===== config.mk =====
export PLATFORM = sky130hd
export DESIGN_NAME = accum_writeback_ctrl
export DESIGN_NICKNAME = d
export VERILOG_FILES = /design/src/rtl/wordcount_pkg.sv /design/src/rtl/beat_packer.sv /design/src/rtl/accum_writeback_ctrl.sv
export SDC_FILE = /design/constraint.sdc
export NUM_CORES = 2
export LEC_CHECK = 0
export ABC_AREA = 1
export CORE_MARGIN = 2
export CORE_UTILIZATION = 35
export DETAILED_ROUTE_END_ITERATION = 16
export HOLD_SLACK_MARGIN = 0.06
export PLACE_DENSITY_LB_ADDON = 0.15
export SYNTH_ARGS = -nofsm -noshare
export SYNTH_HDL_FRONTEND = slang
export SYNTH_SLANG_ARGS = --single-unit

===== constraint.sdc =====
create_clock -name clk -period 4.2 [get_ports clk]
set_input_delay 0.84 -clock clk [delete_from_list [all_inputs] [get_ports clk]]
set_output_delay 0.84 -clock clk [all_outputs]
set_load 0.02 [all_outputs]

===== src/rtl/wordcount_pkg.sv =====
// Shared constants and FSM encoding for the word-count write-back path.
package wordcount_pkg;

    localparam int BEAT_BYTES       = 64;
    localparam int ENTRY_BITS       = 64;
    localparam int ENTRIES_PER_BEAT = 8;

    typedef enum logic [2:0] {
        WB_IDLE,
        WB_SETUP,
        WB_START,
        WB_STREAM,
        WB_WAIT_DONE
    } wb_state_t;

endpackage


===== src/rtl/beat_packer.sv =====
// Packs 64-bit accumulator reads into 512-bit beats and drives the AXIS output register.
module beat_packer
    import wordcount_pkg::*;
#(
    parameter int RD_LATENCY = 2
) (
    input  logic                  clk,
    input  logic                  reset_n,
    input  logic                  rd_issue,
    input  logic                  rd_last,
    input  logic [ENTRY_BITS-1:0] rd_dout,
    output logic                  lane_free,
    output logic                  tvalid,
    input  logic                  tready,
    output logic [511:0]          tdata,
    output logic                  tlast
);
    localparam logic [3:0] FULL = 4'(ENTRIES_PER_BEAT);

    logic [RD_LATENCY-1:0] vld_sr;
    logic [RD_LATENCY-1:0] last_sr;
    logic [511:0]          pack_data;
    logic [3:0]            fill;
    logic                  pack_last;
    logic [3:0]            resv;
    logic [3:0]            resv_after;
    logic                  capture;
    logic                  move;

    // resv counts lanes promised to reads in flight plus lanes already holding data
    always_comb begin
        capture    = vld_sr[RD_LATENCY-1];
        move       = ((fill == FULL) || pack_last) && (!tvalid || tready);
        resv_after = resv - (move ? fill : 4'd0);
        lane_free  = resv_after < FULL;
    end

    always_ff @(posedge clk or negedge reset_n) begin
        if (!reset_n) begin
            vld_sr    <= '0;
            last_sr   <= '0;
            pack_data <= '0;
            fill      <= '0;
            pack_last <= 1'b0;
            resv      <= '0;
            tvalid    <= 1'b0;
            tdata     <= '0;
            tlast     <= 1'b0;
        end else begin
            vld_sr[0]  <= rd_issue;
            last_sr[0] <= rd_last;
            for (int i = 1; i < RD_LATENCY; i++) begin
                vld_sr[i]  <= vld_sr[i-1];
                last_sr[i] <= last_sr[i-1];
            end
            resv <= resv_after + {3'd0, rd_issue};
            // clearing on move is what zero-pads the lanes of a short final beat
            if (move) begin
                pack_data <= '0;
                fill      <= '0;
                pack_last <= 1'b0;
            end else if (capture) begin
                pack_data[int'(fill[2:0]) * ENTRY_BITS +: ENTRY_BITS] <= rd_dout;
                fill      <= fill + 4'd1;
                pack_last <= last_sr[RD_LATENCY-1];
            end
            if (move) begin
                tvalid <= 1'b1;
                tdata  <= pack_data;
                tlast  <= pack_last;
            end else if (tready) begin
                tvalid <= 1'b0;
            end
        end
    end

endmodule


===== src/rtl/accum_writeback_ctrl.sv =====
// Streams accumulator counters to host memory in page-sized bursts, one ctrl_start per page.
// States: IDLE wait kick | SETUP size page | START pulse ctrl_start | STREAM read+pack | WAIT_DONE await ctrl_done
module accum_writeback_ctrl
    import wordcount_pkg::*;
#(
    parameter int WRITE_PAGESIZE   = 4096,
    parameter int ACCUM_RD_LATENCY = 2
) (
    input  logic         clk,
    input  logic         reset_n,
    input  logic         kick,
    output logic         busy,
    input  logic [31:0]  num_of_entries,
    input  logic [63:0]  memory_offset,
    output logic         ctrl_start,
    input  logic         ctrl_done,
    output logic [63:0]  ctrl_addr_offset,
    output logic [31:0]  ctrl_xfer_size_in_bytes,
    output logic         s_axis_tvalid,
    input  logic         s_axis_tready,
    output logic [511:0] s_axis_tdata,
    output logic         s_axis_tlast,
    output logic [31:0]  accum_rd_addr,
    output logic         accum_rd_en,
    input  logic [63:0]  accum_rd_dout
);
    localparam logic [31:0] PAGE_ENTRIES = 32'(WRITE_PAGESIZE / (ENTRY_BITS / 8));
    localparam logic [63:0] PAGE_BYTES   = 64'(WRITE_PAGESIZE);

    wb_state_t   state, state_next;
    logic [31:0] entries_left;
    logic [31:0] page_entries;
    logic [31:0] page_issued;
    logic [63:0] page_addr;
    logic [31:0] rd_ptr;
    logic        done_seen;
    logic        lane_free;
    logic        rd_issue;
    logic        rd_last;
    logic        last_beat_done;
    logic        kick_ok;
    logic [31:0] page_len;

    always_comb begin
        state_next     = state;
        kick_ok        = (state == WB_IDLE) && kick;
        page_len       = (entries_left < PAGE_ENTRIES) ? entries_left : PAGE_ENTRIES;
        rd_issue       = (state == WB_STREAM) && (page_issued != page_entries) && lane_free;
        rd_last        = rd_issue && (page_issued == page_entries - 32'd1);
        last_beat_done = s_axis_tvalid && s_axis_tready && s_axis_tlast;
        unique case (state)
            WB_IDLE:      if (kick) state_next = WB_SETUP;
            WB_SETUP:     state_next = (entries_left == '0) ? WB_IDLE : WB_START;
            WB_START:     state_next = WB_STREAM;
            WB_STREAM:    if (last_beat_done) state_next = WB_WAIT_DONE;
            WB_WAIT_DONE: if (done_seen || ctrl_done)
                              state_next = (entries_left == '0) ? WB_IDLE : WB_SETUP;
            default:      state_next = WB_IDLE;
        endcase
    end

    assign accum_rd_en   = rd_issue;
    assign accum_rd_addr = rd_ptr;

    always_ff @(posedge clk or negedge reset_n) begin
        if (!reset_n) begin
            state                   <= WB_IDLE;
            busy                    <= 1'b0;
            ctrl_start              <= 1'b0;
            ctrl_addr_offset        <= '0;
            ctrl_xfer_size_in_bytes <= '0;
            entries_left            <= '0;
            page_entries            <= '0;
            page_issued             <= '0;
            page_addr               <= '0;
            rd_ptr                  <= '0;
            done_seen               <= 1'b0;
        end else begin
            state      <= state_next;
            busy       <= kick_ok || (state != WB_IDLE);
            ctrl_start <= (state == WB_START);
            if (kick_ok) begin
                entries_left <= num_of_entries;
                page_addr    <= memory_offset;
                rd_ptr       <= '0;
            end
            if (state == WB_SETUP) begin
                page_entries <= page_len;
                page_issued  <= '0;
            end
            // address and size change only together with the ctrl_start pulse
            if (state == WB_START) begin
                ctrl_addr_offset        <= page_addr;
                ctrl_xfer_size_in_bytes <= ((page_entries + 32'd7) >> 3) * 32'(BEAT_BYTES);
                page_addr               <= page_addr + PAGE_BYTES;
                entries_left            <= entries_left - page_entries;
            end
            if (rd_issue) begin
                rd_ptr      <= rd_ptr + 32'd1;
                page_issued <= page_issued + 32'd1;
            end
            if (state == WB_START)
                done_seen <= 1'b0;
            else if (ctrl_done)
                done_seen <= 1'b1;
        end
    end

    beat_packer #(
        .RD_LATENCY (ACCUM_RD_LATENCY)
    ) u_beat_packer (
        .clk       (clk),
        .reset_n   (reset_n),
        .rd_issue  (rd_issue),
        .rd_last   (rd_last),
        .rd_dout   (accum_rd_dout),
        .lane_free (lane_free),
        .tvalid    (s_axis_tvalid),
        .tready    (s_axis_tready),
        .tdata     (s_axis_tdata),
        .tlast     (s_axis_tlast)
    );

endmodule


==> run_results.csv <==
group,metric,value,unit
logic_synthesis,ys_types,63,
timing,setup_violations,0,
logic_synthesis,async_flop_share,1.00,
grt,grt_max_degree,273,
die,die-width,409,um
timing,max_clock_freq,249,MHz
route,first_pass_iters,6,
die,core_area,0.163,mm^2
clocking,clkSinkCount,1327,
timing,drv_slew,0,
setup_path,crit_fanout,5,
setup_path,arrival,3.18,ns
status,outcome,"complete, no violations",
route,drcViolationCount,0,
power,powerDensity,683,mW/mm^2
power,power_leakage,32.0,nW
power,p_total,49.9,mW
clocking,clockBufferDepth,3,
timing,hold_viol_final,0,
die,die_area,0.168,mm^2
timing,fin_worst_skew,0.0597,ns
logic_synthesis,syn_area_per_cell,8.97,um^2
setup_path,end_kind,"output pin",
route,drtIter0Drc,4127,
timing,relSlewSlack,0.217,
grt,antenna_found_initial,7,
die,die_h,409,um
route,finalWirelength,220,mm
setup_path,startpoint_type,"flip-flop",
logic_synthesis,ys_warn_count,0,
timing,whs,0.346,ns
logic_synthesis,synth_seq_cells,1327,
run,maxCapViolations,0,
clocking,root_buffer,"clkbuf_16",
finish,fin_cells,9427,
clocking,htree_levels,4,
grt,track_usage,0.258,
clocking,tritoncts,"done",
setup_path,path_class,"flip-flop to output pin",
timing,tightest_slew,1.18,ns
clocking,clkTransAtPathRegs,0.06,ns
logic_synthesis,synthCells,6412,
setup_path,cp.required,3.36,ns
place,hpwl,156,mm
power,ir_worst_vdd,0.000452,V
timing,period_share,0.958,
route,ant_nets,0,
timing,fin_crit,4.02,ns
grt,grt_overflow_total,0,
route,vias_per_cell,5.12,
finish,area_delta_synth_final,27.1,%
grt,grt_pass1_vias,47900,
place,gp_congestion,0.944,
die,core.rowCount,148,
finish,drive_gt1_frac,0.0683,
logic_synthesis,synth_area,0.0575,mm^2
finish,layout.nets,7342,
logic_synthesis,synthFlopType,"dfrtp_1",
place,dp_cells,9152,
place,port_buffers,803,
die,ioPinCount,810,
route,routedWlPerCell,23.3,um
clocking,cts-buffers-inserted,150,
logic_synthesis,synth_edf_count,0,
logic_synthesis,yosysSeqAreaShare,0.578,
grt,grt_pass1_wl,325,mm
route,vias,48300,
clocking,clock_latency,0.81,ns
finish,final_core_util,0.448,
finish,fin_area,0.0731,mm^2
place,placed_area,0.0680,mm^2
min_path,hp-class,"flip-flop to flip-flop",
die,floorplan.initialDensity,0.353,
[final cells by class]
| cell class | instances | area [um^2] |
|---|---|---|
| fillers | 15900 | 89900 |
| inverters | 858 | 3240 |
| diodes | 4 | 10.0 |
| flip-flops and latches | 1327 | 33200 |
| repair buffers | 923 | 9290 |
| well taps | 2175 | 2720 |
| clock buffers | 224 | 4320 |
| multi-input cells | 3872 | 19600 |
| clock inverters | 44 | 671 |
[logic make-up (layout without fill, tap and decap cells)]
logic type               count (synthesis)  in the layout  synth area share
AO/OA/AOI/OAI                         1344           1344             0.137
XOR/XNOR                               134            134            0.0207
adder cells (fa/ha/maj)                 45             45            0.0101
buffers and inverters                 1218           2049            0.0841
flip-flops                            1327           1327             0.578
multiplexers                             5              5          0.000979
other                                    1             10         0.0000652
AND/OR/NAND/NOR                       2338           2338             0.169
[where the power goes]
group | leakage, nW | internal (mW) | switching (mW) | total (mW)
sequential | 18.1 | 15.9 | 2.13 | 18.0
clock | 2.42 | 7.69 | 5.65 | 13.3
combinational | 11.5 | 6.32 | 12.2 | 18.6
total | 32.0 | 29.9 | 20.0 | 49.9
[sequential cells by signal (all words and copies together) (netlist names), 4 cells and up]
| name | flops |
|---|---|
| page_entries | 32 |
| u_beat_packer.fill | 4 |
| u_beat_packer.pack_data | 512 |
| page_addr | 64 |
| ctrl_addr_offset | 64 |
| page_issued | 32 |
| ctrl_xfer_size_in_bytes | 26 |
| u_beat_packer.tdata | 512 |
| entries_left | 32 |
| u_beat_packer.resv | 4 |
| accum_rd_addr | 32 |
[path summary, 6_finish.rpt]
kind | startpoint | end | slack [ns] | depth (start not counted)
max reg2reg | u_beat_packer.fill[0] | u_beat_packer.pack_data[52] | 0.65 | 10
max in group asynchronous | reset_n | u_beat_packer.pack_data[14] | 2.24 | 4
min in group asynchronous | reset_n | u_beat_packer.pack_data[181] | 0.67 | 2
max | u_beat_packer.fill[0] | accum_rd_en | 0.18 | 18
min | u_beat_packer.last_sr[0] | u_beat_packer.last_sr[1] | 0.35 | 0
min reg2reg | u_beat_packer.last_sr[0] | u_beat_packer.last_sr[1] | 0.35 | 0
[layer usage]
layer / part of all wire / routed length (um) / GRT usage
met4: 0.033 / 7280 / 0.0863
met5: 0.000050 / 11 / 0
met1: 0.45 / 98200 / 0.356
met2: 0.46 / 102000 / 0.411
met3: 0.057 / 12600 / 0.0425
[layout by cell type, fill, tap and decap left out, types with 12 or more instances in the layout]
cell type and n:
clkdlybuf4s50_1 801, ha_1 40, inv_2 17, nand2_1 1473, o21ai_0 689, nor4_1 27
xor2_1 91, clkbuf_8 27, o22ai_2 29, clkinv_2 25, clkbuf_16 151, buf_12 27
nor2_2 37, nand3_1 247, nor2_1 357, o32ai_1 64, xnor2_1 42, nand4_1 48
inv_1 830, a21oi_1 69, nor3_1 92, o22ai_1 406, o211ai_1 12, clkbuf_1 46
buf_4 93, o21ai_1 18, dfrtp_1 1326
[synth_stat cells (4+ instances only)]
cell type     n  share of area
nand2_1    1479          0.097
dfrtp_1    1327           0.58
inv_1       837          0.055
o21ai_0     689          0.060
o22ai_1     406          0.044
nor2_1      361          0.024
nand3_1     248          0.022
clkbuf_1    173          0.011
buf_2       127          0.011
nor3_1       92         0.0080
xor2_1       91          0.014
a21oi_1      70         0.0061
o32ai_1      64         0.0098
nand4_1      48         0.0052
ha_1         43         0.0094
xnor2_1      42         0.0064
buf_1        39         0.0025
nor2_2       36         0.0039
o22ai_2      29         0.0063
nor4_1       27         0.0029
inv_2        20         0.0013
o21ai_1      18         0.0016
o211ai_1     12         0.0016
buf_4        11         0.0014
nand3b_1     11         0.0014
a31oi_1      10         0.0011
buf_6         8         0.0016
o21a_1        8         0.0010
nor3_2        7         0.0012
a22oi_1       6        0.00078
o221ai_1      6        0.00091
nand2_2       5        0.00054
nor2_4        5        0.00098
o21bai_1      5        0.00065
or2_2         5        0.00054
nand2_4       4        0.00078
o21ai_2       4        0.00061
o31ai_1       4        0.00052
[repair_timing]
action | 4_1_cts | 5_1_grt
setup buffers | 1 | 1
endpoints found under the hold margin | 41 | 0
resized for setup | 7 | 10
cloned | 0 | 0
setup endpoints to repair | 1 | 1
hold buffers | 1 | 0
pin swaps | 0 | 7
[stage by stage]
stage | setup WS (ns) | TNS, ns
6_report | 0.178 | 0
5_1_grt | -0.0234 | -0.0234
4_1_cts | 0.0335 | 0
3_5_place_dp | -0.276 | -0.278
3_3_place_gp | -0.344 | -0.548
2_1_floorplan | 0.0127 | 0
[critical path: stages, from the launching register on]
cell and delay (ns):
dfrtp_4 0.47, clkinv_2 0.06, ha_2 0.18, nand3_2 0.09, nand2_2 0.12, nand2_8 0.08
nor2_4 0.09, inv_1 0.06, ha_1 0.27, nand3b_1 0.13, nand2_1 0.08, nand2_2 0.08
nand2_1 0.07, nand2_2 0.08, nand2_4 0.07, nor2_8 0.16, nand2_8 0.07, inv_6 0.08
buf_4 0.14
Note: power is estimated with default switching activity, not from simulation.
